===== src/rtl/sysid_ext.sv =====
// System-identification Avalon-MM slave: ID, timestamp, config, scratch and an optional prescaled 64-bit uptime.
// Define SYSID_EXT_UPTIME_EN to build the uptime counter, its snapshot register and CONTROL.
module sysid_ext #(
    parameter logic [31:0] ID_VALUE        = 32'h0000_0001,
    parameter logic [31:0] TIMESTAMP_VALUE = 32'h0000_0000,
    parameter logic [15:0] VERSION         = 16'h0002,
    parameter int          PRESCALE        = 1,
    parameter logic [31:0] SCRATCH_RESET   = 32'h0000_0000
) (
    input  logic        clk,
    input  logic        reset,
    input  logic [2:0]  address,
    input  logic        read,
    input  logic        write,
    input  logic [31:0] writedata,
    output logic [31:0] readdata,
    output logic        readdatavalid
);

    localparam logic [2:0] ADDR_ID      = 3'd0;
    localparam logic [2:0] ADDR_TS      = 3'd1;
    localparam logic [2:0] ADDR_CONFIG  = 3'd2;
    localparam logic [2:0] ADDR_UP_LO   = 3'd3;
    localparam logic [2:0] ADDR_UP_HI   = 3'd4;
    localparam logic [2:0] ADDR_SCRATCH = 3'd5;
    localparam logic [2:0] ADDR_CONTROL = 3'd6;

`ifdef SYSID_EXT_UPTIME_EN
    localparam logic UPTIME_PRESENT = 1'b1;
`else
    localparam logic UPTIME_PRESENT = 1'b0;
`endif

    generate
        if (PRESCALE < 1 || PRESCALE > 65535) begin : g_bad_prescale
            $error("sysid_ext: PRESCALE out of range 1..65535");
        end
    endgenerate

    logic [31:0] scratch_r;
    logic [31:0] rdata_s;
    logic [31:0] readdata_r;
    logic        rvalid_r;

`ifdef SYSID_EXT_UPTIME_EN
    localparam logic [15:0] PRESCALE_LAST = 16'(PRESCALE - 1);

    logic [15:0] prescale_r;
    logic [63:0] uptime_r;
    logic [31:0] snap_r;
    logic        freeze_r;
    logic        ctrl_wr_s;
    logic        clear_s;
    logic        tick_s;

    assign ctrl_wr_s = write && (address == ADDR_CONTROL);
    assign clear_s   = ctrl_wr_s && writedata[0];
    assign tick_s    = (prescale_r == PRESCALE_LAST);

    // Prescaler and uptime: clear beats freeze, freeze beats increment.
    always_ff @(posedge clk or posedge reset) begin
        if (reset) begin
            prescale_r <= 16'd0;
            uptime_r   <= 64'd0;
        end else if (clear_s) begin
            prescale_r <= 16'd0;
            uptime_r   <= 64'd0;
        end else if (!freeze_r) begin
            if (tick_s) begin
                prescale_r <= 16'd0;
                uptime_r   <= uptime_r + 64'd1;
            end else begin
                prescale_r <= prescale_r + 16'd1;
            end
        end
    end

    // FREEZE bit and the high-word snapshot taken on every UPTIME_LO read.
    always_ff @(posedge clk or posedge reset) begin
        if (reset) begin
            freeze_r <= 1'b0;
            snap_r   <= 32'd0;
        end else begin
            if (ctrl_wr_s) begin
                freeze_r <= writedata[1];
            end
            if (read && (address == ADDR_UP_LO)) begin
                snap_r <= uptime_r[63:32];
            end
        end
    end
`endif

    // Scratch register.
    always_ff @(posedge clk or posedge reset) begin
        if (reset) begin
            scratch_r <= SCRATCH_RESET;
        end else if (write && (address == ADDR_SCRATCH)) begin
            scratch_r <= writedata;
        end
    end

    // Read mux; sees pre-write state so a same-cycle read returns the old value.
    always_comb begin
        rdata_s = 32'd0;
        case (address)
            ADDR_ID:      rdata_s = ID_VALUE;
            ADDR_TS:      rdata_s = TIMESTAMP_VALUE;
            ADDR_CONFIG:  rdata_s = {VERSION, 15'd0, UPTIME_PRESENT};
`ifdef SYSID_EXT_UPTIME_EN
            ADDR_UP_LO:   rdata_s = uptime_r[31:0];
            ADDR_UP_HI:   rdata_s = snap_r;
            ADDR_CONTROL: rdata_s = {30'd0, freeze_r, 1'b0};
`endif
            ADDR_SCRATCH: rdata_s = scratch_r;
            default:      rdata_s = 32'd0;
        endcase
    end

    // Registered read response; data holds between reads.
    always_ff @(posedge clk or posedge reset) begin
        if (reset) begin
            readdata_r <= 32'd0;
            rvalid_r   <= 1'b0;
        end else begin
            rvalid_r <= read;
            if (read) begin
                readdata_r <= rdata_s;
            end
        end
    end

    assign readdata      = readdata_r;
    assign readdatavalid = rvalid_r;

endmodule


===== config.mk =====
export PLATFORM = sky130hd
export DESIGN_NAME = sysid_ext
export DESIGN_NICKNAME = d
export VERILOG_FILES = /design/src/rtl/sysid_ext.sv
export SDC_FILE = /design/constraint.sdc
export NUM_CORES = 1
export LEC_CHECK = 0
export ABC_AREA = 1
export CORE_MARGIN = 2
export CORE_UTILIZATION = 40
export CTS_CLUSTER_SIZE = 24
export DETAILED_ROUTE_END_ITERATION = 7
export PLACE_DENSITY_LB_ADDON = 0.2
export SETUP_SLACK_MARGIN = 0.5
export SLEW_MARGIN = 20
export SYNTH_ARGS = -nofsm -noshare
export SYNTH_HDL_FRONTEND = slang
export SYNTH_SLANG_ARGS = --single-unit

===== constraint.sdc =====
create_clock -name clk -period 1.65 [get_ports clk]
set_input_delay 0.165 -clock clk [delete_from_list [all_inputs] [get_ports clk]]
set_output_delay 0.165 -clock clk [all_outputs]
set_load 0.03 [all_outputs]

==> key figures, run 1 <==
Outcome
  – Status: complete, no violations

STA
  – Setup TNS: 0 ps
  – Ratio of final minimum period to clock period: 67.3%
  – Layout Skew: 4.39 ps
  – Slew Limit Fails: 0
  – RSZ-0062 raised after global routing: false
  – Final hold vios: 0
  – Tmin final: about 1100 ps
  – Endpoints failing setup: 0
  – Achievable frequency: roughly 0.9 GHz
  – Measured slew at the worst slew-check pin: 339 ps
  – Fin worst setup slack: 540 ps
  – Relative slew slack: approximately 77%

Clocking
  – CTS tree: yes
  – Setup repair bufs after CTS: 0
  – Clk sink count: 65
  – CTS buffer count: 9
  – Clock slew seen by the registers of the worst setup and hold paths: 60 ps
  – Post-CTS Hold Fix Bufs: 0
  – Root buf cell: clkbuf_8
  – CTS H-Tree Depth: 3
  – Clock latency on the worst-skew pair: roughly 330 ps
  – Max Root-Sink Buffers: 2

Logic synthesis
  – Ys Warns: 0
  – Flops & latches, synth: between 60 and 70
  – Share of the yosys chip area belonging to registers: just under 60%
  – Mapped cell area: between 2000 and 3000 um2
  – Compound-gate portion of the synthesized area: 15.8%
  – Synth Area in XOR/XNOR: 0%
  – Largest family of logic cells by synthesized area: compound AO/OA/AOI/OAI gates
  – Syn nets: 325
  – Multiplexer share of the synthesized area: 0%
  – Cells after Synth: ~290
  – Netlist cell types: 13
  – Post-Synth Adder-Cell Area: 0%
  – Syn Area/Cell: 9.55 um2
  – Synth Area in Simple Gates: roughly 16%

Die
  – Core area: between 6000 and 7000 um2
  – Rows: 30
  – Die W: ~87 um
  – I/O pin total: 72
  – Initial core utilization: about two fifths
  – Die height: approximately 87 um
  – Die area: approximately 7500 um2

Drt
  – DRT iter0 DRCs: ~130
  – Routed wire length: roughly 5.4 mm
  – DRC: 0
  – DRT Pass-1 Iters: 4
  – Via Count: ~2000
  – DR vias/cell: ~4.5
  – WL per Instance: about 12 um
  – Final ANT Viol Nets: 0

Finish
  – Leading cell types in the layout, fill and taps excluded: 99 x nand2_1, 65 x dfrtp_1, 38 x clkdlybuf4s50_1
  – Commonest non-fill, non-tap cell in the layout: nand2_1
  – Nets: 397
  – Ant. Diodes: 0
  – Fin util: between 50% and 60%
  – Non-filler cells, final: 440
  – Area added between synthesis and finish: 29.5%
  – Fill cells: 637
  – Share of cells above drive strength 1: a little under a quarter

Critical path
  – Arrival time worst endpoint: ~1300 ps
  – Capturing point of the worst reg2reg path: readdata[17]
  – Crit start category: input pin
  – RR Startpoint: scratch_r[17]
  – Worst Setup Path Type: in -> reg
  – Reg2Reg Depth: 4
  – Req. time, crit path: about 1800 ps
  – Nature of the critical path endpoint: register
  – Highest net fanout along the worst path: 30
  – R2r setup slk: slightly below 900 ps

Run
  – Max cap viols: 0

Global route
  – Initial antenna violation count: 0
  – GRT overflow: 0
  – Aggregate global-route resource usage: ~15%
  – First-pass GRT wire length: 8.60 mm
  – Vias in the first global route: around 1800
  – Largest net degree at the start of global routing: 66

Worst hold path
  – Hold/Removal Path Class: in -> async

Placement
  – Port bufs: 71
  – Placed cells: roughly 430
  – Placed wire-length estimate: roughly 3.4 mm
  – RePlAce Congestion: ~0.73
  – Pre-CTS WS: between 150 and 200 ps

Pwr
  – Static leakage: around 1.8 nW
  – Maximum VDD drop: 512 uV
  – Power Dens Cells: between 1000 and 1500 nW/um2
==> critical path, cell delays in order <==
cell	delay, ps
clkdlybuf4s50_1	480
inv_1	110
nand3_1	90
buf_4	300
o21ai_0	150
==> cell type report <==
type / count / area (um2) / area share [%]
repair buffers: 77 / 641 / 18.1
inverters: 37 / 143 / 4.03
multi-input cells: 168 / 857 / 24.2
clock buffers: 13 / 169 / 4.78
flip-flops and latches: 65 / 1630 / 46.0
well taps: 80 / 100 / 2.83
==> flip-flops by register name, indices dropped and copies added, names as in the netlist <==
register,count
readdata,32
readdatavalid,1
scratch_r,32
==> power by group <==
group,internal [W],switching (W),total [W]
registers,0.00178,0.0000978,0.00187
clock network,0.000644,0.000524,0.00117
logic,0.000260,0.000322,0.000582
total,0.00268,0.000944,0.00362
==> logic make-up (layout without fill, tap and decap cells) <==
kind of cell           Yosys count  in the layout
buffers and inverters           53            127
flip-flops                      65             65
AND/OR/NAND/NOR                106            106
AO/OA/AOI/OAI                   62             62
==> synth_stat cells, drive strengths merged <==
| master | number | area share, % |
|---|---|---|
| nand2 | 100 | 14 |
| dfrtp | 65 | 60 |
| o21ai | 62 | 16 |
| inv | 37 | 5.1 |
| buf | 9 | 3.0 |
| clkbuf | 7 | 0.96 |
| nand3 | 3 | 0.55 |
| nand4 | 3 | 1.2 |
==> what timing repair did <==
item	4_1_cts	5_1_grt
endpoints found under the hold margin	0	0
pin swaps	0	0
setup endpoints to repair	33	1
resized for setup	163	2
==> stage by stage <==
stage	hold WS [ps]	area, um2	total power (W)
4_1_cts	272	3540	0.00368
3_3_place_gp	463	3530	0.00251
6_report	268	3540	0.00362
5_1_grt	289	3540	0.00383
2_1_floorplan	196	2740	0.00228
3_5_place_dp	468	3530	0.00253
==> worst max-delay path by stage <==
stage / startpoint / to / slack (ps) / cells past startpoint
finish: address[1] / readdata[23] / 540 / 5
global route: address[1] / readdata[23] / 500 / 5
CTS: readdatavalid / readdatavalid / 520 / 1
detailed placement: address[1] / readdata[23] / 180 / 5
global placement: address[1] / readdata[7] / 270 / 5
floorplan: address[1] / scratch_r[0] / 770 / 5
==> routing by layer <==
layer	share of wire (%)	vias up	wire (um)	global-route usage (%)
li1	-	1031	-	-
met5	0	-	0	0
met4	1.4	0	76	6.82
met3	5.1	8	274	4.48
met1	45	909	2390	18.9
met2	49	45	2620	24.5
(Power assumes the default switching activity.)
==> run 2: changes to the inputs <==
clock period = 1.1 ns   (was 1.65 ns; I/O delays follow)
==> run 2 against run 1 <==
Compared with the run above:
- register-to-register slack lost 630 ps
- worst setup slack lost 460 ps
- flip-flop and latch count is the same
- non-clock buffer count grew 44
- clock skew grew 3.3 ps
- sequential share of layout area shrank 11 points
- design area grew 32%
- power grew 80%
- highest routed layer unchanged
==> key figures, run 2 (synthesized netlist as in run 1, its figures left out) <==
STA
  – RSZ-0062 raised after global routing: true
  – Endpoints failing setup: 0 (unchanged)
  – Final hold vios: 0 (unchanged)
  – Ratio of final minimum period to clock period: between 90 and 100%
  – Relative slew slack: 84.2% (+6.8 points)
  – Layout Skew: 7.69 ps (+3.30 ps)
  – Achievable frequency: between 0.9 and 1 GHz
  – Slew Limit Fails: 0 (unchanged)
  – Measured slew at the worst slew-check pin: 236 ps (-102 ps)
  – Tmin final: roughly 1000 ps
  – Setup TNS: 0 ps (unchanged)

Drt
  – DRT Pass-1 Iters: 4 (unchanged)
  – Via Count: 2316 (+16%)
  – DRT iter0 DRCs: 108 (-14%)
  – Final ANT Viol Nets: 0 (unchanged)
  – DR vias/cell: 4.76 (+5.0%)
  – Routed wire length: 7.01 mm (+31%)
  – WL per Instance: 14.4 um (+18%)
  – DRC: 0 (unchanged)

Global route
  – GRT overflow: 0 (unchanged)
  – Vias in the first global route: 2295 (+29%)
  – Aggregate global-route resource usage: 19.0% (+3.9 points)
  – Largest net degree at the start of global routing: 34 (-48%)
  – First-pass GRT wire length: 10.9 mm (+27%)
  – Initial antenna violation count: 0 (unchanged)

Placement
  – Placed cells: 438 (+2.6%)
  – Port bufs: 71 (unchanged)
  – Placed wire-length estimate: 4.02 mm (+18%)
  – RePlAce Congestion: 0.738 (+1.1%)

Finish
  – Ant. Diodes: 0 (unchanged)
  – Leading cell types in the layout, fill and taps excluded: 65 x dfrtp_1, 58 x nand2_1, 52 x buf_6
  – Fin util: 69.9% (+17 points)
  – Commonest non-fill, non-tap cell in the layout: dfrtp_1
  – Area added between synthesis and finish: 71.0%
  – Share of cells above drive strength 1: 46.2% (+22 points)
  – Nets: 441 (+11%)
  – Non-filler cells, final: 487 (+11%)

Critical path
  – Arrival time worst endpoint: 910 ps (-390 ps)
  – Highest net fanout along the worst path: 2 (-93%)
  – Critical path's slowest cell: dfrtp_1
  – Worst Setup Path Type: reg -> out
  – CP delay by family, top: flip-flops
  – Req. time, crit path: 990 ps (-850 ps)
  – Critical path buffers and inverters: 1 (-2)
  – CP Cell Sequence: buf_6
  – Nature of the critical path endpoint: output port
  – Crit start category: register
  – Biggest cell delay along the critical path: 410 ps (-70 ps)

Clocking
  – Clock slew seen by the registers of the worst setup and hold paths: 70 ps (about the same)
  – CTS H-Tree Depth: 3 (unchanged)
  – Max Root-Sink Buffers: 2 (unchanged)
  – Clk sink count: 65 (unchanged)
  – Clock latency on the worst-skew pair: 340 ps (about the same)
  – CTS tree: yes
  – CTS buffer count: 9 (unchanged)
  – Root buf cell: clkbuf_8

Pwr
  – Maximum VDD drop: 964 uV (+88%)
  – Power Dens Cells: 1400 nW/um2 (+36%)
  – Total Power: 0.00652 W (+80%)
  – Static leakage: 2.27 nW (+25%)

Die
  – Rows: 30 (unchanged)
  – Core area: 6680 um2 (unchanged)
  – Die height: 86.6 um (unchanged)
  – Initial core utilization: 40.9% (unchanged)
  – I/O pin total: 72 (unchanged)
  – Die area: 7510 um2 (unchanged)
  – Die W: 86.6 um (unchanged)

Worst hold path
  – Hold/Removal Path Class: in -> reg

Outcome
  – Status: complete, no violations

Run
  – Max cap viols: 0 (unchanged)
[run 2: report_power, final]
part           internal [W]  total [W]  switching (W)
clock               0.00139    0.00230       0.000909
combinational      0.000693    0.00128       0.000592
sequential          0.00266    0.00294       0.000272
[run 2: worst reg2reg max path: stages, from the launching register on]
cell and delay (ps):
dfrtp_1 400, buf_6 120, buf_6 100, nand2_2 50, o21ai_1 60
[run 2: routing by layer]
layer	track usage [%]	vias to the layer above	share of wire, %
met5	0	-	0
met3	4.00	12	4.1
met1	24.0	1118	41
met4	8.10	0	1.9
met2	31.7	57	53
li1	-	1129	-
[run 2: stage by stage]
stage	area (um2)	hold WS [ps]	setup WS [ps]
6_report	4670	132	84.4
5_1_grt	4670	155	54.1
4_1_cts	4240	130	71.7
3_5_place_dp	3640	470	-300
3_3_place_gp	3640	466	-267
2_1_floorplan	2810	141	290
[run 2: worst paths after layout]
kind                          startpoint             to  slack (ps)  cells after the start
max in group asynchronous          reset   readdata[14]         720                      3
min in group asynchronous          reset   readdata[25]         190                      3
max reg2reg                 readdata[25]   readdata[25]         240                      4
min                           address[1]   readdata[17]         130                      5
min reg2reg                scratch_r[23]  scratch_r[23]         480                      2
max                          readdata[5]    readdata[5]          80                      1
[run 2: what timing repair did]
| action | CTS | global route |
|---|---|---|
| setup endpoints to repair | 98 | 97 |
| cloned | 4 | 3 |
| pin swaps | 66 | 29 |
| hold buffers | 0 | 0 |
| resized for setup | 96 | 72 |
| setup buffers | 16 | 10 |
[run 2: area by class of cell]
class | instances | area (um2)
Fill cell | 485 | 2010
Sequential cell | 65 | 1630
Timing Repair Buffer | 121 | 1430
Multi-Input combinational cell | 168 | 1140
Clock buffer | 11 | 151
Inverter | 37 | 146
Tap cell | 80 | 100
Clock inverter | 5 | 77.6
==> run 3: changes to the inputs <==
DONT_BUFFER_PORTS = 1   (was default)
==> run 3 against run 2 <==
Compared with the run above:
- register-to-register slack is essentially flat
- critical path depth did not move
- combinational power decreased by 26%
- worst hold slack worse by 400 ps
- sequential share of layout area is 5.8 points higher
- non-clock buffer count decreased by 39
- maximum frequency up 0.90%
- the run now ends with negative hold slack left
- design area shrank 14%
- sequential power is 3% lower
==> key figures, run 3 (synthesized netlist as in run 1, its figures left out) <==
STA
  – Layout Skew: 5.61 ps (-2.09 ps)
  – Relative slew slack: 77.2% (-7.0 points)
  – Ratio of final minimum period to clock period: 91.5% (-0.83 points)
  – Endpoints failing setup: 0 (unchanged)
  – Setup TNS: 0 ps (unchanged)
  – Slew Limit Fails: 0 (unchanged)
  – RSZ-0062 raised after global routing: true
  – Hold slack: -267 ps (-399 ps)
  – Final hold vios: 98 (+98)
  – Tmin final: 1010 ps (-9.10 ps)
  – Measured slew at the worst slew-check pin: 342 ps (+105 ps)
  – Achievable frequency: 0.994 GHz (+0.90%)

Drt
  – DRT Pass-1 Iters: 4 (unchanged)
  – Final ANT Viol Nets: 0 (unchanged)
  – Via Count: 2074 (-10%)
  – DR vias/cell: 4.63 (-2.7%)
  – DRT iter0 DRCs: 63 (-42%)
  – Routed wire length: 5.86 mm (-16%)
  – DRC: 0 (unchanged)
  – WL per Instance: 13.1 um (-9.1%)

Placement
  – RePlAce Congestion: 0.685 (-7.2%)
  – Placed wire-length estimate: 3.45 mm (-14%)
  – Port bufs: 0 (-100%)

Clocking
  – CTS buffer count: 9 (unchanged)
  – Max Root-Sink Buffers: 2 (unchanged)
  – Root buf cell: clkbuf_8
  – CTS tree: yes
  – CTS H-Tree Depth: 3 (unchanged)
  – Clock latency on the worst-skew pair: 330 ps (about the same)
  – Post-CTS Hold Fix Bufs: 32 (+32)
  – Clock slew seen by the registers of the worst setup and hold paths: 70 ps (about the same)
  – Clk sink count: 65 (unchanged)

Critical path
  – Critical path's slowest cell: dfrtp_1
  – Levels on crit path: 1 (unchanged)
  – CP delay by family, top: flip-flops
  – Critical path buffers and inverters: 1 (unchanged)
  – Worst Setup Path Type: reg -> out
  – Biggest cell delay along the critical path: 410 ps (about the same)
  – Crit start category: register
  – R2r setup slk: 240 ps (about the same)
  – Nature of the critical path endpoint: output port
  – Reg2Reg Depth: 4 (unchanged)
  – Arrival time worst endpoint: 900 ps (about the same)
  – Req. time, crit path: 990 ps (about the same)
  – CP Cell Sequence: buf_6
  – Capturing point of the worst reg2reg path: readdata[13]
  – RR Startpoint: readdata[13]
  – Highest net fanout along the worst path: 2 (unchanged)

Die
  – Die W: 86.6 um (unchanged)
  – Core area: 6680 um2 (unchanged)
  – Die area: 7510 um2 (unchanged)
  – Die height: 86.6 um (unchanged)
  – I/O pin total: 72 (unchanged)
  – Rows: 30 (unchanged)
  – Initial core utilization: 40.9% (unchanged)

Pwr
  – Static leakage: 1.96 nW (-14%)
  – Maximum VDD drop: 831 uV (-14%)
  – Power Dens Cells: 1640 nW/um2 (+17%)

Finish
  – Share of cells above drive strength 1: 38.0% (-8.1 points)
  – Area of the multi-input gates: 952 um2 (-16%)
  – Commonest non-fill, non-tap cell in the layout: nand2_1
  – Leading cell types in the layout, fill and taps excluded: 67 x nand2_1, 63 x dfrtp_1, 40 x buf_6
  – Ant. Diodes: 0 (unchanged)
  – Nets: 402 (-8.8%)
  – Fill cells: 604 (+25%)
  – Area added between synthesis and finish: 46.9%
  – Sequential cell area: 1630 um2 (+0.15%)

Global route
  – Initial antenna violation count: 0 (unchanged)
  – First-pass GRT wire length: 9.45 mm (-13%)
  – Largest net degree at the start of global routing: 66 (+94%)
  – Aggregate global-route resource usage: 16.5% (-2.5 points)
  – GRT overflow: 0 (unchanged)
  – Vias in the first global route: 2006 (-13%)

Outcome
  – Failing checks: negative hold slack
  – Status: complete, but fails checks

Worst hold path
  – Hold/Removal Path Class: in -> async

Run
  – Max cap viols: 0 (unchanged)
[run 3: cell count changes in the layout (fill, tap and decap cells not counted), sizes merged]
| cell | before | now |
|---|---|---|
| clkdlybuf4s15 | 1 | 0 |
| clkinv | 2 | 1 |
| buf | 84 | 50 |
| clkinvlp | 3 | 2 |
| clkbuf | 14 | 11 |
| dlygate4sd3 | 0 | 32 |
| clkdlybuf4s50 | 33 | 0 |
| bufinv | 2 | 4 |
[run 3: where the power goes]
| group | total (W) | internal [W] | leakage, nW | switching [W] |
|---|---|---|---|---|
| registers | 0.00286 | 0.00267 | 0.853 | 0.000195 |
| clock network | 0.00276 | 0.00186 | 0.140 | 0.000903 |
| logic | 0.000953 | 0.000469 | 0.967 | 0.000484 |
| total | 0.00657 | 0.00499 | 1.96 | 0.00158 |
[run 3: final cells by class]
class | count | area share (%)
well taps | 80 | 2.49
flip-flops and latches | 65 | 40.6
clock inverters | 5 | 3.12
multi-input cells | 168 | 23.7
repair buffers | 82 | 22.6
inverters | 37 | 3.65
clock buffers | 11 | 3.77
[run 3: stage by stage]
step                instances  total power (W)  instance area (um2)  utilization [%]  setup slack, ps
finish                    448          0.00657                 4010             60.1             93.5
global route              448          0.00687                 4010             60.1             68.1
CTS                       442          0.00661                 3920             58.7             80.8
detailed placement        388          0.00369                 3150             47.1              276
global placement          388          0.00366                 3150             47.1              295
floorplan                 286          0.00349                 2810                -              290
[run 3: worst max path at each step]
stage,startpoint,to
floorplan,reset,readdata[0]
global placement,address[1],scratch_r[21]
detailed placement,address[1],scratch_r[14]
CTS,readdata[12],readdata[12]
global route,readdata[2],readdata[2]
finish,readdata[8],readdata[8]
[run 3: what timing repair did]
item                                    4_1_cts  5_1_grt
hold endpoints to repair                    130       98
buffers inserted                              6        6
resized for setup                            66       13
endpoints found under the setup margin       97       97
pin swaps                                    60        6
[run 3: worst reg2reg max path: cells and delay by family, from the launching register on]
family / cells / cell delay (ps)
DFF: 1 / 410
buffers and inverters: 2 / 230
AOI/OAI and AO/OA: 1 / 50
and+or+nand+nor: 1 / 50
[run 3: layer usage]
| metal | part of all wire, % | wire length [um] | vias to the layer above | GRT usage (%) |
|---|---|---|---|---|
| met3 | 3.9 | 226 | 10 | 3.81 |
| li1 | - | - | 1038 | - |
| met5 | 0 | 0 | - | 0 |
| met1 | 44 | 2570 | 972 | 20.2 |
| met4 | 1.6 | 96 | 0 | 7.67 |
| met2 | 51 | 2970 | 54 | 27.7 |
